File: config.mk
export PLATFORM = sky130hd
export DESIGN_NAME = pic_priority_engine
export DESIGN_NICKNAME = d
export VERILOG_FILES = /design/src/rtl/pic_priority_engine.sv
export SDC_FILE = /design/constraint.sdc
export NUM_CORES = 1
export LEC_CHECK = 0
export BUFFER_PORTS_ARGS = -buffer_cell sky130_fd_sc_hd__clkbuf_2
export CAP_MARGIN = 10
export CORE_ASPECT_RATIO = 1.2
export CORE_MARGIN = 1.5
export CORE_UTILIZATION = 40
export CTS_CLUSTER_DIAMETER = 60
export CTS_CLUSTER_SIZE = 40
export DETAILED_ROUTE_END_ITERATION = 6
export GPL_TIMING_DRIVEN = 1
export PLACE_DENSITY_LB_ADDON = 0.08
export SYNTH_ARGS = -nofsm -noshare
export SYNTH_HDL_FRONTEND = slang
export SYNTH_SLANG_ARGS = --single-unit
File: constraint.sdc
create_clock -name clk -period 14.7 [get_ports clk]
set_clock_uncertainty 0.15 [all_clocks]
set_input_delay 0.735 -clock clk [delete_from_list [all_inputs] [get_ports clk]]
set_output_delay 0.735 -clock clk [all_outputs]
set_load 0.01 [all_outputs]
File: src/rtl/pic_priority_engine.sv
// pic_priority_engine: clocked 8259-style priority resolver with IRR/ISR, rotating priority and INTA handshake.
// Optional macro PIC_SPECIAL_MASK_EN adds special_mask (nested check against isr & ~imr).
module pic_priority_engine #(
   parameter  int NUM_IRQ     = 8,
   parameter  int SPURIOUS_ID = NUM_IRQ - 1,
   localparam int ID_W        = $clog2(NUM_IRQ)
) (
   input  logic               clk,
   input  logic               rst_n,
   input  logic [NUM_IRQ-1:0] irq_in,
   input  logic               level_mode,
   input  logic [NUM_IRQ-1:0] imr,
   input  logic               auto_eoi,
   input  logic               rotate_on_eoi,
   input  logic               int_ack,
   input  logic               eoi,
   input  logic               eoi_specific,
   input  logic [ID_W-1:0]    eoi_id,
   input  logic               set_prio,
   input  logic [ID_W-1:0]    set_prio_id,
   output logic               int_req,
   output logic [ID_W-1:0]    int_id,
   output logic               int_id_valid,
   output logic               spurious,
   output logic [NUM_IRQ-1:0] irr,
   output logic [NUM_IRQ-1:0] isr
`ifdef PIC_SPECIAL_MASK_EN
   ,
   input  logic               special_mask
`endif
);

   typedef enum logic [1:0] {IDLE, PEND, GRANT} state_t;

   state_t             state, state_nxt;
   logic [NUM_IRQ-1:0] irq_q;
   logic [ID_W-1:0]    prio_base, base_nxt;
   logic [NUM_IRQ-1:0] req_vec, isr_cmp;
   logic [ID_W:0]      cand_rank, isr_rank, eoi_rank;
   logic [ID_W-1:0]    cand_id, eoi_top;
   logic               cand_valid, ack_grant, ack_spur;
   logic [NUM_IRQ-1:0] grant_hot, irr_set, irr_clr, isr_set, isr_clr;

   // Channel at priority offset 'off' from base, wrapping modulo NUM_IRQ.
   function automatic logic [ID_W-1:0] rot_idx(input logic [ID_W-1:0] base, input logic [ID_W:0] off);
      logic [ID_W+1:0] s;
      s = {2'b00, base} + {1'b0, off};
      if (s >= (ID_W+2)'(NUM_IRQ)) s = s - (ID_W+2)'(NUM_IRQ);
      return s[ID_W-1:0];
   endfunction

   // Priority offset of the highest-priority set bit; NUM_IRQ when vec is empty.
   function automatic logic [ID_W:0] top_rank(input logic [NUM_IRQ-1:0] vec, input logic [ID_W-1:0] base);
      logic [ID_W:0] r;
      r = (ID_W+1)'(NUM_IRQ);
      for (int i = NUM_IRQ - 1; i >= 0; i--)
         if (vec[rot_idx(base, (ID_W+1)'(i))]) r = (ID_W+1)'(i);
      return r;
   endfunction

   function automatic logic [ID_W-1:0] next_id(input logic [ID_W-1:0] x);
      if (int'(x) >= NUM_IRQ - 1) return '0;
      return x + 1'b1;
   endfunction

   assign req_vec = irr & ~imr;
`ifdef PIC_SPECIAL_MASK_EN
   assign isr_cmp = special_mask ? (isr & ~imr) : isr;
`else
   assign isr_cmp = isr;
`endif

   assign cand_rank  = top_rank(req_vec, prio_base);
   assign isr_rank   = top_rank(isr_cmp, prio_base);
   assign eoi_rank   = top_rank(isr, prio_base);
   assign cand_id    = rot_idx(prio_base, cand_rank);
   assign eoi_top    = rot_idx(prio_base, eoi_rank);
   // An empty isr_cmp ranks as NUM_IRQ, so this also covers the isr == 0 case.
   assign cand_valid = cand_rank < isr_rank;
   assign ack_grant  = int_ack && (state == PEND) && cand_valid;
   assign ack_spur   = int_ack && !ack_grant;

   always_ff @(posedge clk or negedge rst_n) begin
      if (!rst_n) state <= IDLE;
      else        state <= state_nxt;
   end

   always_comb begin
      state_nxt = state;
      case (state)
         IDLE:    if (cand_valid) state_nxt = PEND;
         PEND: begin
            if (ack_grant)        state_nxt = GRANT;
            else if (!cand_valid) state_nxt = IDLE;
         end
         GRANT:   state_nxt = IDLE;
         default: state_nxt = IDLE;
      endcase
   end

   always_comb begin
      grant_hot = ack_grant ? (NUM_IRQ'(1) << cand_id) : '0;
      irr_set   = level_mode ? irq_in : (irq_in & ~irq_q);
      irr_clr   = (level_mode ? ~irq_in : '0) | grant_hot;
      isr_set   = auto_eoi ? '0 : grant_hot;
      isr_clr   = '0;
      // Out-of-range eoi_id shifts the one-hot past the top bit, so it clears nothing.
      if (eoi) begin
         if (eoi_specific)                      isr_clr = NUM_IRQ'(1) << eoi_id;
         else if (isr != '0)                    isr_clr = NUM_IRQ'(1) << eoi_top;
      end
      base_nxt = prio_base;
      if (set_prio)                                          base_nxt = next_id(set_prio_id);
      else if (eoi && !eoi_specific && rotate_on_eoi && isr != '0) base_nxt = next_id(eoi_top);
      else if (ack_grant && auto_eoi && rotate_on_eoi)       base_nxt = next_id(cand_id);
   end

   // Set terms are OR-ed in after clears so a same-cycle set always wins.
   always_ff @(posedge clk or negedge rst_n) begin
      if (!rst_n) begin
         int_req      <= 1'b0;
         int_id       <= '0;
         int_id_valid <= 1'b0;
         spurious     <= 1'b0;
         irr          <= '0;
         isr          <= '0;
         irq_q        <= '0;
         prio_base    <= '0;
      end else begin
         int_req      <= (state_nxt == PEND);
         int_id_valid <= int_ack;
         spurious     <= ack_spur;
         if (ack_grant)     int_id <= cand_id;
         else if (ack_spur) int_id <= ID_W'(SPURIOUS_ID);
         irr          <= (irr & ~irr_clr) | irr_set;
         isr          <= (isr & ~isr_clr) | isr_set;
         irq_q        <= irq_in;
         prio_base    <= base_nxt;
      end
   end

endmodule

==> results.json <==
{
  "status": "finished clean",
  "core_area_um2": 8110,
  "cap_viol_max_count": 0,
  "worst_slew_pin_slew_ns": 0.885,
  "clk_path_buf_depth": 2,
  "start_kind": "register",
  "rsz0062_at_grt": "no",
  "slew_headroom_pct": 41.0,
  "r2r_cells": 12,
  "ys_seq_area_share_pct": 26.3,
  "r2r_end": "prio_base[0]",
  "drive_above_1_share_pct": 24.6,
  "syn-cell-area_um2": 3330,
  "grt_pass1_wl_mm": 15.2,
  "clk_pin_slew_ns": 0.07,
  "hold_viol": 0,
  "crit_fanout": 21,
  "holdWs_ns": 0.397,
  "htreeDepth": 2,
  "hold_class": "register to register",
  "io_buffers": 52,
  "antenna_found_initial": 0,
  "post_cts.repair.setup_buffers": 0,
  "cts_sinks": 35,
  "antennaDiodeCount": 0,
  "clock_latency_ns": 0.28,
  "r2r_start": "prio_base[0]",
  "synthDistinctLibCells": 63,
  "reg2reg_slack_ns": 8.76,
  "nets": 431,
  "cp.arrival_ns": 5.95,
  "root_buffer": "clkbuf_8",
  "ys.flop_type": "dfrtp_1",
  "ant_nets": 0,
  "end_kind": "register",
  "syn_inst": 331,
  "cts_tree": "yes",
  "async_flop_share_pct": 100,
  "grt_pass1_vias": 3000,
  "drt_iter0_drc": 124,
  "tns_ns": 0,
  "die_x_um": 86.3,
  "die_y_um": 103,
  "finalMaxSlewViolations": 0,
  "ys_warn_count": 0,
  "cts_hold_buf": 0,
  "critPathKind": "register to register",
  "grt_overflow_total": 0,
  "cp_data_required_time_ns": 14.71,
  "track_usage_pct": 22.4,
  "io_pins": 53,
  "wl_per_cell_um": 19.7,
  "drc": 0,
  "synth-edff-count": 0,
  "place.gp.congestion": 0.867,
  "firstDrtPassIters": 4,
  "post_cts_resized": 0,
  "syn_to_final_growth_pct": 11.4,
  "wirelength_mm": 9.30,
  "grt_max_degree": 36,
  "n_fill_cell": 793,
  "crit_end": "prio_base[0]",
  "crit_start": "prio_base[0]",
  "hpwlAfterDp_mm": 7.47,
  "cts_made_buffers": 5,
  "setup_viol": 0,
  "vias": 2857,
  "synth_nets": 385,
  "min_period_ns": 5.94,
  "syn_area_per_cell_um2": 10.1,
  "timing.fmax_mhz": 168,
  "post-route-period-util_pct": 40.4,
  "die_area_um2": 8890,
  "fin_util_pct": 45.8,
  "placementRows": 36,
  "via_per_inst": 6.04,
  "initial_utilization_pct": 41.1,
  "ys_ff_latch": 35
}
==> registers in the layout, summed over array words and instances, names as in the netlist <==
| register | count |
|---|---|
| isr | 8 |
| int_req | 1 |
| state | 2 |
| prio_base | 3 |
| irq_q | 8 |
| spurious | 1 |
| int_id_valid | 1 |
| irr | 8 |
| int_id | 3 |
==> synth_stat cells, types with 3 or more instances <==
| library cell | number | area (um2) |
|---|---|---|
| dfrtp_1 | 35 | 876 |
| nand2_1 | 28 | 105 |
| mux2i_1 | 24 | 240 |
| ha_1 | 21 | 263 |
| nor2_1 | 16 | 60.1 |
| inv_1 | 15 | 56.3 |
| mux4_2 | 15 | 338 |
| nand3_1 | 14 | 70.1 |
| nand2b_1 | 11 | 68.8 |
| a21oi_1 | 10 | 50.1 |
| a32o_1 | 9 | 90.1 |
| nor2b_1 | 9 | 56.3 |
| o21ai_0 | 9 | 45.0 |
| a31oi_1 | 7 | 43.8 |
| a21o_1 | 6 | 45.0 |
| buf_6 | 5 | 56.3 |
| nor4bb_1 | 5 | 50.1 |
| buf_4 | 4 | 30.0 |
| clkbuf_1 | 4 | 15.0 |
| nor4_1 | 4 | 25.0 |
| or3_1 | 4 | 25.0 |
| a21boi_0 | 3 | 22.5 |
| a311oi_1 | 3 | 26.3 |
| and2_1 | 3 | 18.8 |
| and3_1 | 3 | 18.8 |
| mux2_1 | 3 | 33.8 |
| mux2_2 | 3 | 33.8 |
| mux2_4 | 3 | 45.0 |
| nand3b_1 | 3 | 22.5 |
| nand4_1 | 3 | 18.8 |
| nor4b_1 | 3 | 26.3 |
==> through the flow <==
| step | worst slack, ns | cell area [um2] | instances |
|---|---|---|---|
| after floorplan | 9.93 | 3330 | 331 |
| after global placement | 8.91 | 3620 | 465 |
| after detailed placement | 8.76 | 3620 | 465 |
| after CTS | 8.76 | 3720 | 473 |
| after global routing | 8.37 | 3720 | 473 |
| final | 8.76 | 3720 | 473 |
==> cells by family after synthesis <==
kind of cell	share of synthesized area [%]
adders and majority gates	9.08
buffers and inverters	5.40
AOI/OAI and AO/OA	15.3
and+or+nand+nor	20.9
DFF	26.3
muxes	20.7
xor gates and xnor gates	2.36
==> layout make-up <==
| cell class | instances | area (um2) | area share [%] |
|---|---|---|---|
| multi-input cells | 263 | 2280 | 61.3 |
| clock buffers | 6 | 82.6 | 2.22 |
| well taps | 95 | 119 | 3.20 |
| flip-flops and latches | 35 | 876 | 23.6 |
| repair buffers | 54 | 275 | 7.41 |
| inverters | 18 | 68.8 | 1.85 |
| clock inverters | 2 | 16.3 | 0.438 |
==> routing by layer <==
| metal | wire (um) | global-route usage (%) |
|---|---|---|
| met1 | 4000 | 27.9 |
| met2 | 4670 | 39.8 |
| met3 | 343 | 1.60 |
| met4 | 287 | 9.93 |
| met5 | 0 | 0 |
==> worst min-delay path by stage <==
stage / start / slack, ns / depth (start not counted) / end
after floorplan: rst_n / 0.29 / 0 / int_id[0]
after global placement: irq_q[5] / 0.38 / 2 / irr[5]
after detailed placement: int_id[1] / 0.38 / 2 / int_id[1]
after CTS: int_id[0] / 0.40 / 2 / int_id[0]
after global routing: irq_in[3] / 0.41 / 1 / irq_q[3]
final: int_id[0] / 0.40 / 2 / int_id[0]
==> cells in the final DEF (no fill, tap or decap), drive strengths merged, types with 4 or more instances in the layout <==
master / instances
or3: 4
nand2b: 11
mux4: 15
clkbuf: 58
mux2i: 24
o21ai: 10
inv: 17
mux2: 9
nor4bb: 5
nor4: 4
nor2: 16
dfrtp: 35
a21o: 6
a21oi: 10
nand3: 14
ha: 21
nor2b: 9
nand2: 28
a32o: 9
nor4b: 4
a31oi: 7
==> worst max-delay path, stage by stage, from the launching register on <==
cell       delay [ns]
dfrtp_1          0.76
buf_4            0.38
inv_1            0.18
ha_1             0.82
mux4_2           0.66
nor4b_4          0.35
nor4bb_1         0.39
ha_1             0.30
a2111oi_0        0.45
nor4b_1          0.27
a21o_1           0.50
a31o_1           0.28
mux2_4           0.31
Power is not shown: default switching activity piles up to over one toggle a cycle in this logic, so the estimate is an artifact.
